<file path="src/rtl/boot_loader_if.sv">
// boot_loader_if: control, disk-read and instruction-memory write signals of the boot copier.
interface boot_loader_if #(
  parameter int ADDR_WIDTH = 26,
  parameter int DATA_WIDTH = 32,
  parameter int CNT_WIDTH  = 16
);
  logic                  start;
  logic [ADDR_WIDTH-1:0] base_hd;
  logic [ADDR_WIDTH-1:0] base_im;
  logic [CNT_WIDTH-1:0]  num_words;
  logic                  hd_req;
  logic [ADDR_WIDTH-1:0] hd_addr;
  logic                  hd_ack;
  logic [DATA_WIDTH-1:0] hd_data;
  logic                  im_we;
  logic [ADDR_WIDTH-1:0] im_addr;
  logic [DATA_WIDTH-1:0] im_data;
  logic                  busy;
  logic                  done;
  logic [CNT_WIDTH-1:0]  count;
  modport master (
    input  start, base_hd, base_im, num_words, hd_ack, hd_data,
    output hd_req, hd_addr, im_we, im_addr, im_data, busy, done, count
  );
  modport slave (
    output start, base_hd, base_im, num_words, hd_ack, hd_data,
    input  hd_req, hd_addr, im_we, im_addr, im_data, busy, done, count
  );
endinterface

</file>
<file path="src/rtl/boot_loader.sv">
// boot_loader: copies num_words disk words into instruction memory after a start pulse.
module boot_loader #(
  parameter int ADDR_WIDTH = 26,
  parameter int DATA_WIDTH = 32,
  parameter int CNT_WIDTH  = 16
) (
  input  logic          clock,
  input  logic          reset,
  boot_loader_if.master bus
);
  typedef enum logic [1:0] {IDLE, REQ, WRITE, DONE} state_t;
  state_t state, state_n;
  logic [ADDR_WIDTH-1:0] bhd, bhd_n, bim, bim_n, hd_addr, hd_addr_n, im_addr, im_addr_n;
  logic [CNT_WIDTH-1:0]  nw, nw_n, idx, idx_n, count, count_n, idx_inc;
  logic [DATA_WIDTH-1:0] im_data, im_data_n;
  logic hd_req, hd_req_n, im_we, im_we_n, busy, busy_n, done, done_n;
  assign idx_inc     = idx + CNT_WIDTH'(1);
  assign bus.hd_req  = hd_req;
  assign bus.hd_addr = hd_addr;
  assign bus.im_we   = im_we;
  assign bus.im_addr = im_addr;
  assign bus.im_data = im_data;
  assign bus.busy    = busy;
  assign bus.done    = done;
  assign bus.count   = count;
  always_ff @(posedge clock or posedge reset) begin
    if (reset) begin
      state   <= IDLE;
      bhd     <= '0;
      bim     <= '0;
      nw      <= '0;
      idx     <= '0;
      count   <= '0;
      hd_req  <= 1'b0;
      hd_addr <= '0;
      im_we   <= 1'b0;
      im_addr <= '0;
      im_data <= '0;
      busy    <= 1'b0;
      done    <= 1'b0;
    end else begin
      state   <= state_n;
      bhd     <= bhd_n;
      bim     <= bim_n;
      nw      <= nw_n;
      idx     <= idx_n;
      count   <= count_n;
      hd_req  <= hd_req_n;
      hd_addr <= hd_addr_n;
      im_we   <= im_we_n;
      im_addr <= im_addr_n;
      im_data <= im_data_n;
      busy    <= busy_n;
      done    <= done_n;
    end
  end
  // Outputs are computed for the next state and registered, so none depends combinationally on an input.
  always_comb begin
    state_n   = state;
    bhd_n     = bhd;
    bim_n     = bim;
    nw_n      = nw;
    idx_n     = idx;
    count_n   = count;
    hd_req_n  = hd_req;
    hd_addr_n = hd_addr;
    im_we_n   = 1'b0;
    im_addr_n = im_addr;
    im_data_n = im_data;
    busy_n    = busy;
    done_n    = 1'b0;
    case (state)
      IDLE: if (bus.start) begin
        bhd_n     = bus.base_hd;
        bim_n     = bus.base_im;
        nw_n      = bus.num_words;
        idx_n     = '0;
        count_n   = '0;
        busy_n    = 1'b1;
        done_n    = bus.num_words == '0;
        hd_req_n  = bus.num_words != '0;
        hd_addr_n = bus.num_words != '0 ? bus.base_hd : hd_addr;
        state_n   = bus.num_words == '0 ? DONE : REQ;
      end
      REQ: if (bus.hd_ack) begin
        hd_req_n  = 1'b0;
        im_we_n   = 1'b1;
        im_addr_n = bim + ADDR_WIDTH'(idx);
        im_data_n = bus.hd_data;
        state_n   = WRITE;
      end
      WRITE: begin
        idx_n     = idx_inc;
        count_n   = count + CNT_WIDTH'(1);
        done_n    = idx_inc == nw;
        hd_req_n  = idx_inc != nw;
        hd_addr_n = idx_inc != nw ? bhd + ADDR_WIDTH'(idx_inc) : hd_addr;
        state_n   = idx_inc == nw ? DONE : REQ;
      end
      DONE: begin
        busy_n  = 1'b0;
        state_n = IDLE;
      end
      default: state_n = IDLE;
    endcase
  end
endmodule
</file>
<file path="src/flat_wrapper.sv">
// flat-port wrapper written by rule: the top's interface ports become plain ports
module boot_loader_flat 
#(
  parameter int ADDR_WIDTH = 26,
  parameter int DATA_WIDTH = 32,
  parameter int CNT_WIDTH  = 16
)
  (clock, reset, bus_start, bus_base_hd, bus_base_im, bus_num_words, bus_hd_ack, bus_hd_data, bus_hd_req, bus_hd_addr, bus_im_we, bus_im_addr, bus_im_data, bus_busy, bus_done, bus_count);
  boot_loader_if #(.ADDR_WIDTH(ADDR_WIDTH), .DATA_WIDTH(DATA_WIDTH), .CNT_WIDTH(CNT_WIDTH)) bus_i ();
  input  logic clock;
  input  logic reset;
  input wire logic [$bits(bus_i.start)-1:0] bus_start;
  input wire logic [$bits(bus_i.base_hd)-1:0] bus_base_hd;
  input wire logic [$bits(bus_i.base_im)-1:0] bus_base_im;
  input wire logic [$bits(bus_i.num_words)-1:0] bus_num_words;
  input wire logic [$bits(bus_i.hd_ack)-1:0] bus_hd_ack;
  input wire logic [$bits(bus_i.hd_data)-1:0] bus_hd_data;
  output wire logic [$bits(bus_i.hd_req)-1:0] bus_hd_req;
  output wire logic [$bits(bus_i.hd_addr)-1:0] bus_hd_addr;
  output wire logic [$bits(bus_i.im_we)-1:0] bus_im_we;
  output wire logic [$bits(bus_i.im_addr)-1:0] bus_im_addr;
  output wire logic [$bits(bus_i.im_data)-1:0] bus_im_data;
  output wire logic [$bits(bus_i.busy)-1:0] bus_busy;
  output wire logic [$bits(bus_i.done)-1:0] bus_done;
  output wire logic [$bits(bus_i.count)-1:0] bus_count;
  assign bus_i.start = bus_start;
  assign bus_i.base_hd = bus_base_hd;
  assign bus_i.base_im = bus_base_im;
  assign bus_i.num_words = bus_num_words;
  assign bus_i.hd_ack = bus_hd_ack;
  assign bus_i.hd_data = bus_hd_data;
  assign bus_hd_req = bus_i.hd_req;
  assign bus_hd_addr = bus_i.hd_addr;
  assign bus_im_we = bus_i.im_we;
  assign bus_im_addr = bus_i.im_addr;
  assign bus_im_data = bus_i.im_data;
  assign bus_busy = bus_i.busy;
  assign bus_done = bus_i.done;
  assign bus_count = bus_i.count;
  boot_loader #(.ADDR_WIDTH(ADDR_WIDTH), .DATA_WIDTH(DATA_WIDTH), .CNT_WIDTH(CNT_WIDTH)) u_core (.clock(clock), .reset(reset), .bus(bus_i));
endmodule
</file>
<file path="config.mk">
export PLATFORM = sky130hd
export DESIGN_NAME = boot_loader_flat
export DESIGN_NICKNAME = d
export VERILOG_FILES = /design/src/rtl/boot_loader_if.sv /design/src/rtl/boot_loader.sv /design/src/flat_wrapper.sv
export SDC_FILE = /design/constraint.sdc
export NUM_CORES = 1
export LEC_CHECK = 0
export ABC_AREA = 1
export CORE_MARGIN = 4
export CORE_UTILIZATION = 45
export DETAILED_ROUTE_END_ITERATION = 16
export MAX_ROUTING_LAYER = met4
export PLACE_DENSITY = 0.81
export SETUP_SLACK_MARGIN = 0.5
export SLEW_MARGIN = 15
export SYNTH_ARGS = -nofsm -noshare
export SYNTH_HDL_FRONTEND = slang
export SYNTH_SLANG_ARGS = --single-unit
</file>
<file path="constraint.sdc">
create_clock -name clock -period 10 [get_ports clock]
set_input_delay 2 -clock clock [delete_from_list [all_inputs] [get_ports clock]]
set_output_delay 2 -clock clock [all_outputs]
set_load 0.03 [all_outputs]
</file>
==> summary.md, run 1 <==
| Metric | Value |
|---|---|
| Status | `completed` |
| Design area | `between 10000 and 15000 µm²` |
| Sequential area share after synthesis | `0.4430` |
| Final slew viol count | `0` |
| Worst stage delay on the critical path | `0.83 ns` |
| Top Layer Used | `met4` |
| Clock share of power | `0.183` |
| ANT cells | `0` |
| Synth warn | `0` |
| Worst Path Max Fanout | `61` |
| GRT Overall Usage | `0.2437` |
| CORE AREA | `roughly 23000 µm²` |
| Clock tree sinks | `190` |
| Net switching power | `roughly 1.8 mW` |
| Tmin final | `approximately 4.2 ns` |
| CTS-repair resized insts | `0` |
| Met1 WL | `13300 µm` |
| Largest net degree at the start of global routing | `117` |
| Fmax | `roughly 240 MHz` |
| Initial antenna violation count | `0` |
| Vias in the first global route | `10100` |
| Min-delay src | `u_core.bus.count[15]` |
| Hold EP | `u_core.bus.count[15]` |
| Most frequent CP cell | `buf_4` |
| R2R cell count | `12` |
| Syn_nets | `1600` |
| Cell-internal power | `2.115 mW` |
| Final setup vio count | `0` |
| Worst EP required | `10.31 ns` |
| Reg2reg end | `u_core.bus.hd_addr[19]` |
| Die H | `162.4 µm` |
| Hold Path Class | `flip-flop to flip-flop` |
| DRT antenna net count | `0` |
| R2r setup slk | `~6.3 ns` |
| Sequential share of power | `0.336` |
| Htree depth | `4` |
| Pre-CTS setup slack | `around 5.3 ns` |
| Reg2reg start | `u_core.state[0]` |
| CP arrival | `roughly 4.6 ns` |
| Syn Area/Cell | `between 7 and 8 µm²` |
| Drt first pass iters | `5` |
| Post-Syn Area | `between 10000 and 15000 µm²` |
| Share of layout cells above drive strength 1 | `0.04172` |
| Hold buffer count at cts | `0` |
| DP Wirelength | `23290 µm` |
| Final WL | `31290 µm` |
| Total grt overflow | `0` |
| PortBufs | `a little over 200` |
| Setup Fix Bufs, Post-CTS | `0` |
| Die W | `around 160 µm` |
| Fin util | `0.5839` |
| Slowest cell on crit path | `clkinv_1` |
| Nets | `1790` |
| Unrepaired setup endpoints after global routing | `false` |
| Worst-margin pin slew | `~1.1 ns` |
| Leakage power figure | `between 6 and 7 nW` |
| Starting Density | `0.4572` |
| Std-Cell Rows | `between 50 and 60` |
| Post-Syn Instances | `~1500` |
| Max cap viols | `0` |
| VDD IR max | `about 0.00016 V` |
| Vias post-DR | `10370` |
| Post-synth top area share | `0.4430` |
| Slew headroom | `0.2740` |
| Post-detailed-route wirelength per cell | `15.86 µm` |
| #FFs+latches synth | `190` |
| Setup CP Type | `input port to flip-flop` |
| Crit path launch type | `input port` |
| Max clock buf depth | `2` |
| Area leader, netlist | `dfrtp_1` |
| Final period util | `0.4238` |
| Met3 wire len | `2009 µm` |
| Die area | `~26000 µm²` |
| Clock Latency Late Sink | `~0.44 ns` |
| Switch share | `0.4551` |
| CTS buffer count | `17` |
| I/O Pins | `approximately 210` |
| Critical Path, Cell by Cell | `clkdlybuf4s50_1 > nand2_2 > buf_4 > clkinv_1 > buf_4 > nor2_1 > a31oi_1` |
| Combinational Power Share | `0.481` |
| DRC Markers | `0` |
| Setup crit end kind | `flip-flop` |
| GP Congestion | `around 0.97` |
| Metal2 WL | `14990 µm` |
| Initial drt markers | `759` |
| Worst setup margin | `just under 6 ns` |
| Yosys cell types | `40` |
| Via density | `between 5 and 6` |
| Worst-path clk slew | `about 0.080 ns` |
| Final hold vios | `0` |
| Pwr dens | `between 200 and 300 nW/µm²` |
| Hold path depth | `1` |
| TritonCTS clock tree | `yes` |
| Synth top area cells | `dfrtp_1 (44%), nand2_1 (18%), o21ai_0 (6.1%), inv_1 (5.1%), ha_1 (5.0%)` |
| First-pass GRT wire length | `between 50000 and 60000 µm` |
| Clock Tree Root | `clkbuf_16` |
| Area after DPL | `13080 µm²` |
| Post-Route Skew | `0.01216 ns` |
| Setup TNS | `0 ns` |
| Synthesis-to-finish area growth | `27.70%` |
[critical path, delay by kind of cell]
family / cells / cell delay [ns]
AND/OR/NAND/NOR: 2 / 0.21
AO/OA/AOI/OAI: 1 / 0.06
buffers and inverters: 4 / 2.24
[layer usage]
metal	track usage	vias up
met2	0.4064	366
met1	0.2992	4855
met3	0.03974	61
met5	-	-
met4	0.09304	0
li1	-	5090
[flip-flops by register name (all words and copies together), names as in the netlist]
| name | flops |
|---|---|
| u_core.bim | 26 |
| u_core.bus.im_we | 1 |
| u_core.bus.im_data | 32 |
| u_core.nw | 16 |
| u_core.idx | 16 |
| u_core.bus.busy | 1 |
| u_core.bus.done | 1 |
| u_core.bhd | 26 |
| u_core.bus.hd_addr | 26 |
| u_core.state | 2 |
| u_core.bus.im_addr | 26 |
| u_core.bus.count | 16 |
| u_core.bus.hd_req | 1 |
[power groups by stage]
| stage | combinational, mW | clock, mW | sequential, mW |
|---|---|---|---|
| after global placement | 1.81 | 0 | 1.30 |
| after global routing | 2.06 | 0.753 | 1.34 |
| after CTS | 1.88 | 0.724 | 1.30 |
| after detailed placement | 1.87 | 0 | 1.31 |
| after floorplan | 0.895 | 0 | 1.59 |
| final | 1.87 | 0.712 | 1.30 |
[placed cells by master (no fill, tap or decap), types with 4 or more instances in the layout]
cell             count
inv_8                6
a31oi_1             14
buf_4                6
nand3_1            106
a21o_1               5
or2_2               12
dfrtp_1            190
inv_1              143
o21ai_0            131
clkdlybuf4s50_1    207
nor3_1              18
nand2_2              6
xor2_1              12
and3_1               5
nand2_1            512
o22ai_1              6
nor2_1              78
clkbuf_16           17
ha_1                43
o21a_1               4
a21oi_1             57
nand4_1             27
xnor2_1              6
clkinv_8             4
[through the flow]
step	power (mW)	hold slack, ns	instances
final	3.882	0.4648	1973
after global routing	4.158	0.4978	1973
after CTS	3.904	0.4709	1973
after detailed placement	3.181	0.4595	1941
after global placement	3.118	0.4568	1941
after floorplan	2.486	0.4528	1451
[cell type report]
| class | instances | area, µm² |
|---|---|---|
| multi-input combinational | 1071 | 5250 |
| fill | 2150 | 9767 |
| inverter | 148 | 563.0 |
| sequential | 190 | 4755 |
| tap | 319 | 399.1 |
| timing repair buffer | 213 | 2117 |
| clock inverter | 15 | 196.4 |
| clock buffer | 17 | 425.4 |
[Yosys cell counts]
library cell,number
nor4_1,3
a31o_2,1
a21o_1,5
fa_1,2
ha_1,43
xnor3_1,1
a21boi_0,1
inv_2,3
nor3b_1,1
nand3_1,106
buf_6,2
nand2_2,4
nand2_1,514
nor3_1,18
nor2_1,78
a22o_1,2
nand4_1,27
nor2_4,3
nand2_4,1
nand3b_1,2
inv_1,145
dfrtp_1,190
o22ai_1,6
or2_2,12
o21ai_0,131
a22oi_1,1
o21ai_1,3
nor2_2,3
and3_1,5
o21a_1,4
clkbuf_1,31
a31oi_1,14
and2_1,2
xor2_1,12
o21bai_1,2
a21oi_1,57
xnor2_1,6
nand4_4,1
buf_1,5
buf_2,4
[logic make-up (layout without fill, tap and decap cells)]
logic type	count (synthesis)	count (layout)	synth area share
AOI/OAI and AO/OA	227	227	0.1123
xor gates and xnor gates	19	19	0.01679
adders and majority gates	45	45	0.05386
buffers and inverters	190	393	0.06831
DFF	190	190	0.4430
and+or+nand+nor	780	780	0.3058
[worst max-delay path by stage]
stage | slack (ns) | end | from | depth (start not counted)
global route | 5.52 | u_core.bus.im_addr[6] | bus_hd_ack | 7
CTS | 5.74 | u_core.bus.im_addr[7] | bus_hd_ack | 7
finish | 5.76 | u_core.bus.im_addr[7] | bus_hd_ack | 7
floorplan | 2.83 | u_core.bhd[0] | reset | 1
global placement | 5.40 | u_core.bus.im_addr[3] | bus_hd_ack | 7
detailed placement | 5.27 | u_core.bus.im_addr[8] | bus_hd_ack | 7
No activity file was read; power rests on OpenSTA's default activity.
==> inputs of run 2 (changes only) <==
--- a/config.mk
+++ b/config.mk
@@ -10,7 +10,7 @@
 export CORE_UTILIZATION = 45
 export DETAILED_ROUTE_END_ITERATION = 16
 export MAX_ROUTING_LAYER = met4
-export PLACE_DENSITY = 0.81
+export PLACE_DENSITY = 0.84
 export SETUP_SLACK_MARGIN = 0.5
 export SLEW_MARGIN = 15
 export SYNTH_ARGS = -nofsm -noshare
==> constraint.sdc (replaced) <==
create_clock -name clock -period 3.7 [get_ports clock]
set_input_delay 0.74 -clock clock [delete_from_list [all_inputs] [get_ports clock]]
set_output_delay 0.74 -clock clock [all_outputs]
set_load 0.03 [all_outputs]
==> summary.md, run 2 (synthesis gave the netlist of run 1 again) <==
| Metric | Value |
|---|---|
| Pwr dens | `roughly 760 nW/µm²` |
| Drt first pass iters | `8` |
| Initial drt markers | `between 600 and 700` |
| Hold Path Class | `flip-flop to flip-flop` |
| Crit path launch type | `flip-flop` |
| Htree depth | `4` |
| I/O Pins | `between 200 and 250` |
| Total grt overflow | `0` |
| Final hold vios | `0` |
| Share of layout cells above drive strength 1 | `0.06130` |
| PortBufs | `slightly above 200` |
| Status | `completed` |
| Synthesis-to-finish area growth | `29.42%` |
| Fin util | `0.5918` |
| Commonest non-fill, non-tap cell in the layout | `nand2_1` |
| Setup CP Type | `flip-flop to flip-flop` |
| Tmin final | `2.984 ns` |
| CTS buffer count | `17` |
| Nets | `1800` |
| Die area | `roughly 26000 µm²` |
| Most frequent cells in the layout | `nand2_1 (511), clkdlybuf4s50_1 (207), dfrtp_1 (188)` |
| First-pass GRT wire length | `approximately 51000 µm` |
| CP arrival | `3.33 ns` |
| Leakage power figure | `a little under 7 nW` |
| Setup crit end kind | `flip-flop` |
| Final period util | `0.8064` |
| Fmax | `roughly 340 MHz` |
| GRT Overall Usage | `0.2491` |
| Setup TNS | `0 ns` |
| Post-Route Skew | `0.01682 ns` |
| Top reg by flops | `u_core.bus.im_data` |
| Worst EP required | `4.05 ns` |
| Vias post-DR | `around 10000` |
| Final setup vio count | `0` |
| ANT cells | `0` |
| Post-detailed-route wirelength per cell | `16.32 µm` |
| Clock Tree Root | `clkbuf_16` |
| Hold buffer count at cts | `0` |
| Max reg flops | `32` |
| Max cap viols | `0` |
| Slew headroom | `0.3423` |
| Vias in the first global route | `roughly 9900` |
| CORE AREA | `roughly 23000 µm²` |
| Worst Path Max Fanout | `6` |
| Std-Cell Rows | `between 50 and 60` |
| TritonCTS clock tree | `yes` |
| DP Wirelength | `~24000 µm` |
| GP Congestion | `between 0.9 and 1` |
| Final slew viol count | `0` |
| Max clock buf depth | `2` |
| Worst-path clk slew | `0.08 ns` |
| Final WL | `32360 µm` |
| Initial antenna violation count | `0` |
| VDD IR max | `0.0004289 V` |
| Worst-margin pin slew | `between 0.9 and 1 ns` |
| Unrepaired setup endpoints after global routing | `true` |
| DRC Markers | `0` |
| Clock Latency Late Sink | `0.45 ns` |
| Die W | `around 160 µm` |
| Largest net degree at the start of global routing | `77` |
| DRT antenna net count | `0` |
| Starting Density | `0.4572` |
| Via density | `roughly 5.2` |
| Die H | `162.4 µm` |
| Clock tree sinks | `190` |
## run 2: cell types whose count changed in the layout (fill, tap and decap cells not counted), moves of 4 or more
cell / delta
buf_4: +8
nor2_2: +4
nor2_1: -5
ha_1: -4
a21oi_2: +4
a21oi_1: -4
## run 2: metal layers
| layer | share of wire | track usage | vias up |
|---|---|---|---|
| met5 | 0 | - | - |
| met4 | 0.033 | 0.09112 | 0 |
| met3 | 0.067 | 0.04935 | 63 |
| met2 | 0.48 | 0.4039 | 366 |
| met1 | 0.42 | 0.3118 | 4773 |
| li1 | - | - | 5108 |
## run 2: per-stage QoR
step / worst slack (ns) / area (µm²) / hold WS, ns / total power [mW] / cells
after floorplan: 0.5115 / 10740 / 0.4528 / 6.720 / 1451
after global placement: 0.4715 / 13160 / 0.4515 / 8.516 / 1948
after detailed placement: 0.4119 / 13160 / 0.4579 / 8.643 / 1948
after CTS: 0.5339 / 13780 / 0.4711 / 10.59 / 1980
after global routing: 0.4809 / 13890 / 0.4978 / 11.30 / 1983
final: 0.7163 / 13890 / 0.4674 / 10.57 / 1983
## run 2: layout make-up
class	instances	area, µm²
Clock inverter	15	191.4
Multi-Input combinational cell	1071	5341
Tap cell	319	399.1
Sequential cell	190	4757
Clock buffer	17	425.4
Fill cell	2090	9582
Inverter	148	559.3
Timing Repair Buffer	223	2217
## run 2: critical path: stages, from the launching register on
cell	delay [ns]
dfrtp_2	0.43
ha_4	0.16
nand2_1	0.11
nor2_4	0.22
nand3_2	0.14
xor2_2	0.18
inv_1	0.09
ha_2	0.30
a21o_1	0.21
nor2_1	0.17
o21ai_0	0.16
inv_1	0.08
nand2_1	0.06
or2_2	0.27
nand3_1	0.06
o21ai_0	0.08
nand3_1	0.08
nand2_1	0.07
## run 2: path summary, 6_finish.rpt
check / from / endpoint / slack (ns) / depth (start not counted)
max reg2reg: u_core.idx[1] / u_core.bus.hd_addr[13] / 0.72 / 17
max: u_core.idx[1] / u_core.bus.hd_addr[13] / 0.72 / 17
min: u_core.bus.count[15] / u_core.bus.count[15] / 0.47 / 1
min in group asynchronous: reset / u_core.bim[22] / 0.74 / 2
max in group asynchronous: reset / u_core.bhd[2] / 2.13 / 3
min reg2reg: u_core.bus.count[15] / u_core.bus.count[15] / 0.47 / 1
## run 2: power breakdown
part,switching (mW),leakage (nW),internal (mW)
Clock,0.964,0.298,0.927
Sequential,0.615,2.40,2.92
Combinational,3.24,4.13,1.90
## run 2: what timing repair did
action	CTS	global route
endpoints found under the setup margin	2	16
resized for setup	2	26
pin swaps	0	1
buffers inserted	0	3
==> inputs of run 3 (changes only) <==
==> constraint.sdc (replaced) <==
create_clock -name clock -period 2.65 [get_ports clock]
set_input_delay 0.53 -clock clock [delete_from_list [all_inputs] [get_ports clock]]
set_output_delay 0.53 -clock clock [all_outputs]
set_load 0.03 [all_outputs]
==> summary.md, run 3 (synthesis gave the netlist of run 1 again) <==
| Metric | Value |
|---|---|
| Max reg flops | `32` |
| Most frequent CP cell | `buf_6` |
| CTS buffer count | `17` |
| DRT antenna net count | `0` |
| Nets | `between 1500 and 2000` |
| FILL cells | `about 1600` |
| Critical Path, Cell by Cell | `buf_6 > inv_4 > nor2_4 > buf_6 > buf_6 > nand4_1 > nand2_4 > ha_4 > a21oi_4 > o21a_1 > nor2_1 > nor2_2 > nand3_2 > a21oi_1 > o21ai_2 > nand3_1 > nand2_1` |
| CP arrival | `3.14 ns` |
| Max cap viols | `0` |
| Final WL | `40080 µm` |
| Setup crit end kind | `flip-flop` |
| Die W | `between 150 and 200 µm` |
| Commonest non-fill, non-tap cell in the layout | `nand2_1` |
| Final period util | `1.056` |
| First-pass GRT wire length | `~58000 µm` |
| GR Util met2 | `0.4809` |
| Drt first pass iters | `5` |
| Tmin final | `about 2.8 ns` |
| Final hold slack | `0.3878 ns` |
| Unrepaired setup endpoints after global routing | `true` |
| Largest net degree at the start of global routing | `between 60 and 70` |
| Slew headroom | `0.5873` |
| Pre-CTS setup slack | `-0.2477 ns` |
| Clock Latency Late Sink | `0.44 ns` |
| TritonCTS clock tree | `yes` |
| PortBufs | `roughly 210` |
| Final hold vios | `0` |
| Worst-path clk slew | `~0.080 ns` |
| Cell-internal power | `around 9.1 mW` |
| Starting Density | `0.4572` |
| Clock share of power | `0.166` |
| Worst Path Max Fanout | `6` |
| Crit path launch type | `flip-flop` |
| Switch share | `0.4611` |
| Post-detailed-route wirelength per cell | `around 18 µm` |
| Share of layout cells above drive strength 1 | `0.2841` |
| Final setup vio count | `29` |
| Setup CP Type | `flip-flop to flip-flop` |
| Busiest grt layer | `met2` |
| Clock Tree Root | `clkbuf_16` |
| DP Wirelength | `~25000 µm` |
| Met3 Usage GRT | `0.05290` |
| CORE AREA | `23470 µm²` |
| Status | `finished, violations left` |
| Slowest cell on crit path | `dfrtp_1` |
| Critical path's top delay family | `simple AND/OR/NAND/NOR gates` |
| Std-Cell Rows | `56` |
| Post-Route Skew | `roughly 0.015 ns` |
| I/O Pins | `208` |
| Final slew viol count | `0` |
| Htree depth | `4` |
| GRT Overall Usage | `0.2815` |
| Overall power | `16.97 mW` |
| Hold buffer count at cts | `0` |
| Combinational Power Share | `0.535` |
| Fmax | `357.4 MHz` |
| Net switching power | `7.823 mW` |
| Fin util | `0.7222` |
| Failing checks | `setup timing` |
| Worst-margin pin slew | `between 0.6 and 0.7 ns` |
| Via density | `5.526` |
| Sequential share of power | `0.299` |
| Initial antenna violation count | `0` |
| Worst stage delay on the critical path | `0.39 ns` |
| ANT cells | `0` |
| Synthesis-to-finish area growth | `57.94%` |
| Vias in the first global route | `11400` |
| Leakage power figure | `between 8 and 9 nW` |
| Final std cells w/o fill | `approximately 2200` |
| VDD IR max | `just under 0.0006 V` |
| Worst EP required | `~3.0 ns` |
| Most frequent cells in the layout | `nand2_1 (448), clkdlybuf4s50_1 (199), dfrtp_1 (187)` |
| Top reg by flops | `u_core.bus.im_data` |
| DRC Markers | `0` |
| Die H | `approximately 160 µm` |
| Worst setup margin | `-0.1482 ns` |
| Max clock buf depth | `2` |
| Hold Path Class | `input port to asynchronous set/reset pin` |
| CP Buf/Inv Count | `4` |
| Initial drt markers | `roughly 1000` |
| Pwr dens | `roughly 1000 nW/µm²` |
| Total grt overflow | `0` |
| GP Congestion | `roughly 0.95` |
| Clock tree sinks | `between 150 and 200` |
| Met1 usage | `0.3310` |
| Placed Cells | `2053` |
| Vias post-DR | `around 12000` |
| Die area | `roughly 26000 µm²` |
-- run 3: changes by cell type in the layout (fill, tap and decap cells not counted), moves of 32 or more --
cell | previous run | this run
nand2_2 | 7 | 53
o21ai_0 | 128 | 86
buf_6 | 0 | 32
nand2_1 | 511 | 448
buf_4 | 14 | 155
-- run 3: power by group through the flow --
| stage | registers (mW) | logic (mW) | clock network [mW] |
|---|---|---|---|
| 2_1_floorplan | 6.01 | 3.38 | 0 |
| 3_3_place_gp | 4.91 | 7.40 | 0 |
| 3_5_place_dp | 4.94 | 7.57 | 0 |
| 4_1_cts | 5.00 | 8.16 | 2.85 |
| 5_1_grt | 5.20 | 9.78 | 2.97 |
| 6_report | 5.07 | 9.07 | 2.82 |
-- run 3: timing repair --
action	CTS	global route
buffers inserted	44	34
gates cloned	2	2
endpoints found under the setup margin	62	60
pin swaps	84	113
resized for setup	222	204
-- run 3: metal layers --
| metal | share of wire | vias up |
|---|---|---|
| met5 | 0 | - |
| met4 | 0.053 | 0 |
| met3 | 0.071 | 182 |
| met2 | 0.50 | 630 |
| met1 | 0.38 | 5684 |
| li1 | - | 5478 |
-- run 3: final timing paths --
kind | slack, ns | to | from | cells past startpoint
max | -0.15 | u_core.bus.hd_addr[22] | u_core.idx[0] | 17
max reg2reg | -0.15 | u_core.bus.hd_addr[22] | u_core.idx[0] | 17
min reg2reg | 0.48 | u_core.bus.hd_addr[6] | u_core.bus.hd_addr[6] | 2
max in group asynchronous | 1.63 | u_core.idx[4] | reset | 3
min in group clock | 0.48 | u_core.bus.hd_addr[6] | u_core.bus.hd_addr[6] | 2
min | 0.39 | u_core.bim[7] | reset | 2
-- run 3: worst register-to-register path, cell delays in order, from the launching register on --
cell and delay [ns]:
dfrtp_1 0.39, buf_6 0.15, inv_4 0.05, nor2_4 0.18, buf_6 0.12, buf_6 0.11
nand4_1 0.17, nand2_4 0.17, ha_4 0.22, a21oi_4 0.18, o21a_1 0.24, nor2_1 0.08
nor2_2 0.12, nand3_2 0.14, a21oi_1 0.19, o21ai_2 0.08, nand3_1 0.07, nand2_1 0.05
-- run 3: per-stage QoR --
step / instance area (µm²) / TNS [ns]
2_1_floorplan: 10750 / -62.46
3_3_place_gp: 14020 / -1.175
3_5_place_dp: 14020 / -3.000
4_1_cts: 15910 / -0.03999
5_1_grt: 16950 / -5.832
6_report: 16950 / -2.068
-- run 3: area by class of cell --
class | instances | area, µm² | share of cell area
clock buffers | 17 | 425.4 | 0.02510
repair buffers | 406 | 3865 | 0.2280
inverters | 148 | 573.1 | 0.03381
multi-input cells | 1072 | 6703 | 0.3954
flip-flops and latches | 190 | 4758 | 0.2807
well taps | 319 | 399.1 | 0.02355
clock inverters | 15 | 227.7 | 0.01343
